--- config.mk ---
export PLATFORM = sky130hd
export DESIGN_NAME = ram_bus_driver_flat
export DESIGN_NICKNAME = d
export VERILOG_FILES = /design/src/rtl/ram_bus_driver_pkg.sv /design/src/rtl/ram_bus_driver_if.sv /design/src/rtl/ram_bus_driver_clk_gen.sv /design/src/rtl/ram_bus_driver.sv /design/src/flat_wrapper.sv
export SDC_FILE = /design/constraint.sdc
export NUM_CORES = 1
export LEC_CHECK = 0
export CAP_MARGIN = 15
export CORE_ASPECT_RATIO = 1.5
export CORE_UTILIZATION = 46
export DETAILED_ROUTE_END_ITERATION = 8
export PLACE_DENSITY = 0.88
export RECOVER_POWER = 50
export SLEW_MARGIN = 20
export SYNTH_ARGS = -nofsm -noshare
export SYNTH_HDL_FRONTEND = slang
export SYNTH_SLANG_ARGS = --single-unit
--- constraint.sdc ---
create_clock -name mclk -period 2.5 [get_ports mclk]
set_input_delay 0.5 -clock mclk [delete_from_list [all_inputs] [get_ports mclk]]
set_output_delay 0.5 -clock mclk [all_outputs]
set_load 0.01 [all_outputs]
--- src/rtl/ram_bus_driver_pkg.sv ---
`default_nettype none
// ============================================================================
//  Module   : ram_bus_driver_pkg
//  Brief    : Shared widths, FSM state encodings and helpers for the PSRAM driver.
//  Revision : 1.0 - initial release
// ============================================================================
package ram_bus_driver_pkg;

    localparam int c_RAM_ADDR_W = 23;
    localparam int c_RAM_DATA_W = 16;

    localparam int                    c_STATE_W = 3;
    localparam logic [c_STATE_W-1:0]  c_S_IDLE  = 3'd0;
    localparam logic [c_STATE_W-1:0]  c_S_ADDR  = 3'd1;
    localparam logic [c_STATE_W-1:0]  c_S_WAIT  = 3'd2;
    localparam logic [c_STATE_W-1:0]  c_S_DATA  = 3'd3;
    localparam logic [c_STATE_W-1:0]  c_S_RECOV = 3'd4;

    // Counter width able to hold 0..n-1, never narrower than one bit.
    function automatic int f_cnt_w(input int n);
        return (n > 1) ? $clog2(n) : 1;
    endfunction

endpackage
`default_nettype wire

--- src/rtl/ram_bus_driver_if.sv ---
`default_nettype none
// ============================================================================
//  Module   : ram_bus_driver_if
//  Brief    : Request, write/read data and PSRAM pin bundle of the bus driver.
//  Revision : 1.0 - initial release
// ============================================================================
interface ram_bus_driver_if #(
    parameter int BURST_W = 4
);
    import ram_bus_driver_pkg::*;

    logic                    req_valid;
    logic                    req_ready;
    logic                    req_write;
    logic [c_RAM_ADDR_W-1:0] req_addr;
    logic [BURST_W-1:0]      req_len;
    logic [c_RAM_DATA_W-1:0] wr_data;
    logic [1:0]              wr_ublb;
    logic                    wr_ready;
    logic [c_RAM_DATA_W-1:0] rd_data;
    logic                    rd_valid;
    logic                    busy;
    logic                    ram_clk;
    logic [c_RAM_ADDR_W-1:0] ram_a;
    logic [c_RAM_DATA_W-1:0] ram_d_out;
    logic                    ram_d_oe;
    logic [c_RAM_DATA_W-1:0] ram_d_in;
    logic                    ram_ce1;
    logic                    ram_ce2;
    logic                    ram_adv;
    logic                    ram_oe;
    logic                    ram_we;
    logic                    ram_ub;
    logic                    ram_lb;

    modport slave (
        input  req_valid, req_write, req_addr, req_len, wr_data, wr_ublb, ram_d_in,
        output req_ready, wr_ready, rd_data, rd_valid, busy, ram_clk, ram_a,
               ram_d_out, ram_d_oe, ram_ce1, ram_ce2, ram_adv, ram_oe, ram_we,
               ram_ub, ram_lb
    );

    modport master (
        output req_valid, req_write, req_addr, req_len, wr_data, wr_ublb, ram_d_in,
        input  req_ready, wr_ready, rd_data, rd_valid, busy, ram_clk, ram_a,
               ram_d_out, ram_d_oe, ram_ce1, ram_ce2, ram_adv, ram_oe, ram_we,
               ram_ub, ram_lb
    );

endinterface
`default_nettype wire

--- src/rtl/ram_bus_driver_clk_gen.sv ---
`default_nettype none
// ============================================================================
//  Module   : ram_bus_driver_clk_gen
//  Brief    : Divides mclk into the free-running ram_clk with rise/fall strobes.
//  Revision : 1.0 - initial release
// ============================================================================
module ram_bus_driver_clk_gen #(
    parameter int CLK_HALF = 4
) (
    input  wire  mclk,
    input  wire  reset_n,
    output logic ram_clk,
    output logic rise,
    output logic fall
);
    import ram_bus_driver_pkg::*;

    localparam int c_CNT_W = f_cnt_w(CLK_HALF);

    logic [c_CNT_W-1:0] r_cnt;
    logic               r_ram_clk;
    logic               w_term;

    assign w_term = (r_cnt == c_CNT_W'(CLK_HALF - 1));

    always_ff @(posedge mclk or negedge reset_n) begin
        if (!reset_n) begin
            r_cnt     <= '0;
            r_ram_clk <= 1'b0;
        end else if (w_term) begin
            r_cnt     <= '0;
            r_ram_clk <= ~r_ram_clk;
        end else begin
            r_cnt     <= r_cnt + 1'b1;
        end
    end

    // Strobes mark the mclk whose closing edge toggles ram_clk, so logic
    // updated on a strobe changes in step with the ram_clk edge.
    assign ram_clk = r_ram_clk;
    assign rise    = w_term & ~r_ram_clk;
    assign fall    = w_term &  r_ram_clk;

endmodule
`default_nettype wire

--- src/rtl/ram_bus_driver.sv ---
`default_nettype none
// ============================================================================
//  Module   : ram_bus_driver
//  Brief    : Turns single-request bursts into synchronous PSRAM bus waveforms.
//  Revision : 1.0 - initial release
// ============================================================================
module ram_bus_driver #(
    parameter int CLK_HALF = 4,
    parameter int LATENCY  = 3,
    parameter int BURST_W  = 4
) (
    input wire               mclk,
    input wire               reset_n,
    ram_bus_driver_if.slave  bus
);
    import ram_bus_driver_pkg::*;

    localparam int c_LAT_W   = f_cnt_w(LATENCY);
    localparam bit c_NO_WAIT = (LATENCY == 1);

    logic                    w_rise;
    logic                    w_fall;
    logic                    w_ram_clk;
    logic                    w_enter_data;
    logic                    w_next_word;
    logic                    w_wr_take;

    logic [c_STATE_W-1:0]    r_state;
    logic                    r_write;
    logic [c_RAM_ADDR_W-1:0] r_addr;
    logic [BURST_W-1:0]      r_len;
    logic [BURST_W-1:0]      r_word_cnt;
    logic [c_LAT_W-1:0]      r_lat_cnt;
    logic                    r_req_ready;
    logic                    r_busy;
    logic                    r_ce1;
    logic                    r_adv;
    logic                    r_oe;
    logic                    r_we;
    logic                    r_ub;
    logic                    r_lb;
    logic [c_RAM_ADDR_W-1:0] r_a;
    logic [c_RAM_DATA_W-1:0] r_d_out;
    logic                    r_d_oe;
    logic [c_RAM_DATA_W-1:0] r_rd_data;
    logic                    r_rd_valid;

    ram_bus_driver_clk_gen #(
        .CLK_HALF (CLK_HALF)
    ) u_clk_gen (
        .mclk    (mclk),
        .reset_n (reset_n),
        .ram_clk (w_ram_clk),
        .rise    (w_rise),
        .fall    (w_fall)
    );

    assign w_enter_data = w_fall & (((r_state == c_S_ADDR) & c_NO_WAIT) |
                                    ((r_state == c_S_WAIT) & (r_lat_cnt == '0)));
    assign w_next_word  = w_fall & (r_state == c_S_DATA) & (r_word_cnt != '0);
    assign w_wr_take    = r_write & (w_enter_data | w_next_word);

    always_ff @(posedge mclk or negedge reset_n) begin
        if (!reset_n) begin
            r_state     <= c_S_IDLE;
            r_write     <= 1'b0;
            r_addr      <= '0;
            r_len       <= '0;
            r_word_cnt  <= '0;
            r_lat_cnt   <= '0;
            r_req_ready <= 1'b1;
            r_busy      <= 1'b0;
            r_ce1       <= 1'b1;
            r_adv       <= 1'b1;
            r_oe        <= 1'b1;
            r_we        <= 1'b1;
            r_ub        <= 1'b1;
            r_lb        <= 1'b1;
            r_a         <= '0;
            r_d_out     <= '0;
            r_d_oe      <= 1'b0;
            r_rd_data   <= '0;
            r_rd_valid  <= 1'b0;
        end else begin
            r_rd_valid <= 1'b0;

            // A cleared req_ready while still in IDLE means a latched request
            // is waiting for the next ram_clk fall.
            if (r_req_ready && bus.req_valid) begin
                r_req_ready <= 1'b0;
                r_write     <= bus.req_write;
                r_addr      <= bus.req_addr;
                r_len       <= bus.req_len;
            end

            if (w_rise && (r_state == c_S_DATA) && !r_write) begin
                r_rd_data  <= bus.ram_d_in;
                r_rd_valid <= 1'b1;
            end

            if (w_fall) begin
                case (r_state)
                    c_S_IDLE: begin
                        if (!r_req_ready) begin
                            r_state <= c_S_ADDR;
                            r_busy  <= 1'b1;
                            r_ce1   <= 1'b0;
                            r_adv   <= 1'b0;
                            r_a     <= r_addr;
                            r_we    <= ~r_write;
                            r_oe    <= 1'b1;
                        end
                    end
                    c_S_ADDR: begin
                        r_adv <= 1'b1;
                        if (!c_NO_WAIT) begin
                            r_state   <= c_S_WAIT;
                            r_lat_cnt <= c_LAT_W'(LATENCY - 2);
                            if (!r_write) begin
                                r_oe <= 1'b0;
                                r_ub <= 1'b0;
                                r_lb <= 1'b0;
                            end
                        end
                    end
                    c_S_WAIT: begin
                        if (r_lat_cnt != '0) begin
                            r_lat_cnt <= r_lat_cnt - 1'b1;
                        end
                    end
                    c_S_DATA: begin
                        if (r_word_cnt == '0) begin
                            r_state <= c_S_RECOV;
                            r_ce1   <= 1'b1;
                            r_adv   <= 1'b1;
                            r_oe    <= 1'b1;
                            r_we    <= 1'b1;
                            r_ub    <= 1'b1;
                            r_lb    <= 1'b1;
                            r_a     <= '0;
                            r_d_out <= '0;
                            r_d_oe  <= 1'b0;
                        end else begin
                            r_word_cnt <= r_word_cnt - 1'b1;
                        end
                    end
                    c_S_RECOV: begin
                        r_state     <= c_S_IDLE;
                        r_busy      <= 1'b0;
                        r_req_ready <= 1'b1;
                    end
                    default: begin
                        r_state <= c_S_IDLE;
                    end
                endcase
            end

            if (w_enter_data) begin
                r_state    <= c_S_DATA;
                r_word_cnt <= r_len;
                if (!r_write) begin
                    r_oe <= 1'b0;
                    r_ub <= 1'b0;
                    r_lb <= 1'b0;
                end
            end

            // A zero byte-enable still drives the data; only UB/LB mask it.
            if (w_wr_take) begin
                r_d_out <= bus.wr_data;
                r_d_oe  <= 1'b1;
                r_ub    <= ~bus.wr_ublb[1];
                r_lb    <= ~bus.wr_ublb[0];
            end
        end
    end

    assign bus.req_ready = r_req_ready;
    assign bus.wr_ready  = w_wr_take;
    assign bus.rd_data   = r_rd_data;
    assign bus.rd_valid  = r_rd_valid;
    assign bus.busy      = r_busy;
    assign bus.ram_clk   = w_ram_clk;
    assign bus.ram_a     = r_a;
    assign bus.ram_d_out = r_d_out;
    assign bus.ram_d_oe  = r_d_oe;
    assign bus.ram_ce1   = r_ce1;
    assign bus.ram_ce2   = 1'b1;
    assign bus.ram_adv   = r_adv;
    assign bus.ram_oe    = r_oe;
    assign bus.ram_we    = r_we;
    assign bus.ram_ub    = r_ub;
    assign bus.ram_lb    = r_lb;

endmodule
`default_nettype wire

--- src/flat_wrapper.sv ---
// flat-port wrapper written by rule: the top's interface ports become plain ports
module ram_bus_driver_flat import ram_bus_driver_pkg::*;
#(
    parameter int CLK_HALF = 4,
    parameter int LATENCY  = 3,
    parameter int BURST_W  = 4
)
  (mclk, reset_n, bus_req_valid, bus_req_write, bus_req_addr, bus_req_len, bus_wr_data, bus_wr_ublb, bus_ram_d_in, bus_req_ready, bus_wr_ready, bus_rd_data, bus_rd_valid, bus_busy, bus_ram_clk, bus_ram_a, bus_ram_d_out, bus_ram_d_oe, bus_ram_ce1, bus_ram_ce2, bus_ram_adv, bus_ram_oe, bus_ram_we, bus_ram_ub, bus_ram_lb);
  ram_bus_driver_if #(.BURST_W(BURST_W)) bus_i ();
  input wire mclk;
  input wire reset_n;
  input wire logic [$bits(bus_i.req_valid)-1:0] bus_req_valid;
  input wire logic [$bits(bus_i.req_write)-1:0] bus_req_write;
  input wire logic [$bits(bus_i.req_addr)-1:0] bus_req_addr;
  input wire logic [$bits(bus_i.req_len)-1:0] bus_req_len;
  input wire logic [$bits(bus_i.wr_data)-1:0] bus_wr_data;
  input wire logic [$bits(bus_i.wr_ublb)-1:0] bus_wr_ublb;
  input wire logic [$bits(bus_i.ram_d_in)-1:0] bus_ram_d_in;
  output wire logic [$bits(bus_i.req_ready)-1:0] bus_req_ready;
  output wire logic [$bits(bus_i.wr_ready)-1:0] bus_wr_ready;
  output wire logic [$bits(bus_i.rd_data)-1:0] bus_rd_data;
  output wire logic [$bits(bus_i.rd_valid)-1:0] bus_rd_valid;
  output wire logic [$bits(bus_i.busy)-1:0] bus_busy;
  output wire logic [$bits(bus_i.ram_clk)-1:0] bus_ram_clk;
  output wire logic [$bits(bus_i.ram_a)-1:0] bus_ram_a;
  output wire logic [$bits(bus_i.ram_d_out)-1:0] bus_ram_d_out;
  output wire logic [$bits(bus_i.ram_d_oe)-1:0] bus_ram_d_oe;
  output wire logic [$bits(bus_i.ram_ce1)-1:0] bus_ram_ce1;
  output wire logic [$bits(bus_i.ram_ce2)-1:0] bus_ram_ce2;
  output wire logic [$bits(bus_i.ram_adv)-1:0] bus_ram_adv;
  output wire logic [$bits(bus_i.ram_oe)-1:0] bus_ram_oe;
  output wire logic [$bits(bus_i.ram_we)-1:0] bus_ram_we;
  output wire logic [$bits(bus_i.ram_ub)-1:0] bus_ram_ub;
  output wire logic [$bits(bus_i.ram_lb)-1:0] bus_ram_lb;
  assign bus_i.req_valid = bus_req_valid;
  assign bus_i.req_write = bus_req_write;
  assign bus_i.req_addr = bus_req_addr;
  assign bus_i.req_len = bus_req_len;
  assign bus_i.wr_data = bus_wr_data;
  assign bus_i.wr_ublb = bus_wr_ublb;
  assign bus_i.ram_d_in = bus_ram_d_in;
  assign bus_req_ready = bus_i.req_ready;
  assign bus_wr_ready = bus_i.wr_ready;
  assign bus_rd_data = bus_i.rd_data;
  assign bus_rd_valid = bus_i.rd_valid;
  assign bus_busy = bus_i.busy;
  assign bus_ram_clk = bus_i.ram_clk;
  assign bus_ram_a = bus_i.ram_a;
  assign bus_ram_d_out = bus_i.ram_d_out;
  assign bus_ram_d_oe = bus_i.ram_d_oe;
  assign bus_ram_ce1 = bus_i.ram_ce1;
  assign bus_ram_ce2 = bus_i.ram_ce2;
  assign bus_ram_adv = bus_i.ram_adv;
  assign bus_ram_oe = bus_i.ram_oe;
  assign bus_ram_we = bus_i.ram_we;
  assign bus_ram_ub = bus_i.ram_ub;
  assign bus_ram_lb = bus_i.ram_lb;
  ram_bus_driver #(.CLK_HALF(CLK_HALF), .LATENCY(LATENCY), .BURST_W(BURST_W)) u_core (.mclk(mclk), .reset_n(reset_n), .bus(bus_i));
endmodule
==> metrics.md <==
| Metric | Value |
|---|---|
| Hold slack final | `0.367 ns` |
| Clock period minus worst slack | `2.37 ns` |
| Leak | `2.63 nW` |
| Clock latency on the worst-skew pair | `0.34 ns` |
| Clk slew on worst S/H paths | `0.07 ns` |
| Routed vias/inst | `5.26` |
| Setup tns final | `0 ns` |
| CP Max Fanout | `3` |
| First-pass DRT Iterations | `4` |
| Vias | `3051` |
| Ratio of cells with drive above 1 in the final layout | `20.6%` |
| Clk pwr share | `26.5%` |
| Area grow syn2layout | `39.9%` |
| Diode count | `0` |
| Worst Path Arrival | `1.87 ns` |
| Vias in the first global route | `3065` |
| Maxcap violations | `0` |
| YS warnings | `0` |
| Net Sw Frac | `28.4%` |
| Final hold vios | `0` |
| Overall routed net length | `9030 microns` |
| Wire per inst | `15.6 microns` |
| Reg power frac | `46.0%` |
| Initial antenna violation count | `0` |
| Yosys cell types | `49` |
| Worst slew pin tran | `1.11 ns` |
| DPL Wire Length | `6510 microns` |
| Die W | `80.6 microns` |
| Outcome | `complete, no violations` |
| Antenna-violating nets left | `0` |
| CP Data Required Time | `2.00 ns` |
| Share of the synthesized area in the top cell type | `57.5%` |
| Fmax | `423 MHz` |
| CTS tree | `done` |
| Drt drc | `0` |
| Die Y | `120 microns` |
| Setup crit end kind | `primary output` |
| CTS hold repair buffers | `0` |
| Initial drt markers | `157` |
| Cell taking the most area after synthesis | `dfrtp_1` |
| EDFF count, synth | `0` |
| Initial core utilization | `47.8%` |
| Final period utilization | `94.6%` |
| Worst vdd ir | `568 uV` |
| Nets | `533` |
| First-pass GRT wire length | `14700 microns` |
| Area contributors post-synth | `dfrtp_1 57%, mux2_2 12%, a22o_1 4.7%` |
| Setup bufs post-CTS | `0` |
| Final Slew Violations | `0` |
| Core footprint | `8930 sq um` |
| Syn Std Cell Area | `4270 sq um` |
| Global Route Usage Sum | `19.8%` |
| Worst setup SP type | `flip-flop` |
| Syn Nets | `400` |
| Mean post-synth cell area | `12.9 sq um` |
| Gr ovfl total | `0` |
| CTS buffer count | `9` |
| Mapped Cells | `332` |
| IO Port Bufs | `131` |
| Num rows | `42` |
| H-tree levels | `3` |
| Count leader, synth | `dfrtp_1` |
| Reg2reg path depth | `6` |
| Register area share after synthesis | `61.8%` |
| Cell Pwr Density | `850 nW/um^2` |
| Min-delay worst type | `input pin to async pin` |
| Main synth FF type | `dfrtp_1` |
| Post-synth top cells | `98 x dfrtp_1, 44 x mux2_2, 43 x nand2_1` |
| Largest net degree at the start of global routing | `47` |
| Combinational Power Share | `27.5%` |
| RSZ-0062 raised after global routing | `no` |
| Clock Skews | `0.00596 ns` |
| Post-CTS sizing | `1` |
| Pint | `3.64 mW` |
| Rel. slew slack | `26.0%` |
| Clock sink total | `105` |
| RePlAce Congestion | `0.778` |
| Reg2reg setup slack | `0.51 ns` |
| Root Driver | `clkbuf_16` |
| Yosys reg bits | `105` |
| Post-synthesis async set-or-reset flop share | `100%` |
| Critical path start-end classification | `flip-flop to primary output` |
| Clock buffer depth | `2` |
| Die area | `9670 sq um` |
| I/O Pins | `133` |
| Sw power | `1.44 mW` |
| Final setup vio count | `0` |
[flip-flops by register name, summed over array words and instances, names as in the netlist, 2 cells and up]
register / count
u_core.r_len: 4
u_core.u_clk_gen.r_cnt: 2
u_core.r_addr: 23
u_core.bus.ram_a: 23
u_core.bus.ram_d_out: 16
u_core.r_word_cnt: 4
u_core.r_lat_cnt: 2
u_core.bus.rd_data: 16
u_core.r_state: 3
[critical path: stages (launching register included)]
cell,delay [ns]
dfrtp_1,0.36
inv_1,0.08
ha_1,0.22
nor3b_2,0.18
a2111oi_4,0.37
dlygate4sd2_1,0.32
[area by class of cell]
| class | instances | area, sq um |
|---|---|---|
| multi-input combinational | 197 | 1480 |
| tap | 110 | 138 |
| fill | 682 | 2970 |
| timing repair buffer | 143 | 1390 |
| clock inverter | 7 | 65.1 |
| clock buffer | 9 | 225 |
| inverter | 9 | 33.8 |
| sequential | 105 | 2640 |
[cells by family after synthesis]
group / count (synthesis) / share of synthesized area, %
simple gates: 77 / 8.74
flops: 105 / 61.8
fa+ha+maj: 3 / 0.880
compound gates: 68 / 12.5
mux: 46 / 12.1
xor+xnor: 2 / 0.411
other cells: 1 / 0.0879
buf+inv: 30 / 3.55
[layer usage]
| layer | global-route usage [%] | vias to the layer above | share of wire, % |
|---|---|---|---|
| li1 | - | 1433 | - |
| met1 | 24.1 | 1472 | 40 |
| met2 | 33.7 | 133 | 51 |
| met3 | 3.80 | 13 | 6.9 |
| met4 | 8.48 | 0 | 1.9 |
| met5 | 0 | - | 0 |
[power groups by stage]
stage          registers [mW]  logic, mW  clock network (mW)
4_1_cts                  2.33       1.42                1.38
5_1_grt                  2.38       1.53                1.44
2_1_floorplan            2.44      0.496                   0
3_5_place_dp             2.36       1.42                   0
3_3_place_gp             2.33       1.37                   0
6_report                 2.33       1.40                1.34
[stage by stage]
stage / setup WS (ns) / power (mW) / util, % / instances / instance area (sq um)
2_1_floorplan: 0.427 / 2.94 / - / 332 / 4270
6_report: 0.134 / 5.07 / 66.8 / 580 / 5970
3_3_place_gp: 0.270 / 3.70 / 63.8 / 564 / 5700
3_5_place_dp: 0.212 / 3.78 / 63.8 / 564 / 5700
5_1_grt: 0.0134 / 5.35 / 66.8 / 580 / 5970
4_1_cts: 0.112 / 5.13 / 67.1 / 580 / 5990
[final timing paths]
| path | end | startpoint |
|---|---|---|
| worst max-delay path | bus_wr_ready | u_core.r_word_cnt[0] |
| worst min-delay path | u_core.r_word_cnt[3] | reset_n |
| worst max register to register | u_core.bus.ram_lb | u_core.r_word_cnt[0] |
| worst min register to register | u_core.u_clk_gen.r_cnt[0] | u_core.u_clk_gen.r_cnt[0] |
| max in group asynchronous | u_core.bus.rd_data[15] | reset_n |
| min in group mclk | u_core.u_clk_gen.r_cnt[0] | u_core.u_clk_gen.r_cnt[0] |
[placed cells by master, fill, tap and decap left out, drive strengths merged, types with 3 or more instances in the layout]
master and instances:
a21oi 8, a22o 23, buf 9, clkbuf 13
clkdlybuf4s50 128, clkinv 4, dfrtp 98, dfstp 7
ha 3, inv 11, mux2 44, nand2 44
nand3 3, nor2 10, nor3 4, o211ai 3
o21ai 21
(Power assumes the default switching activity.)
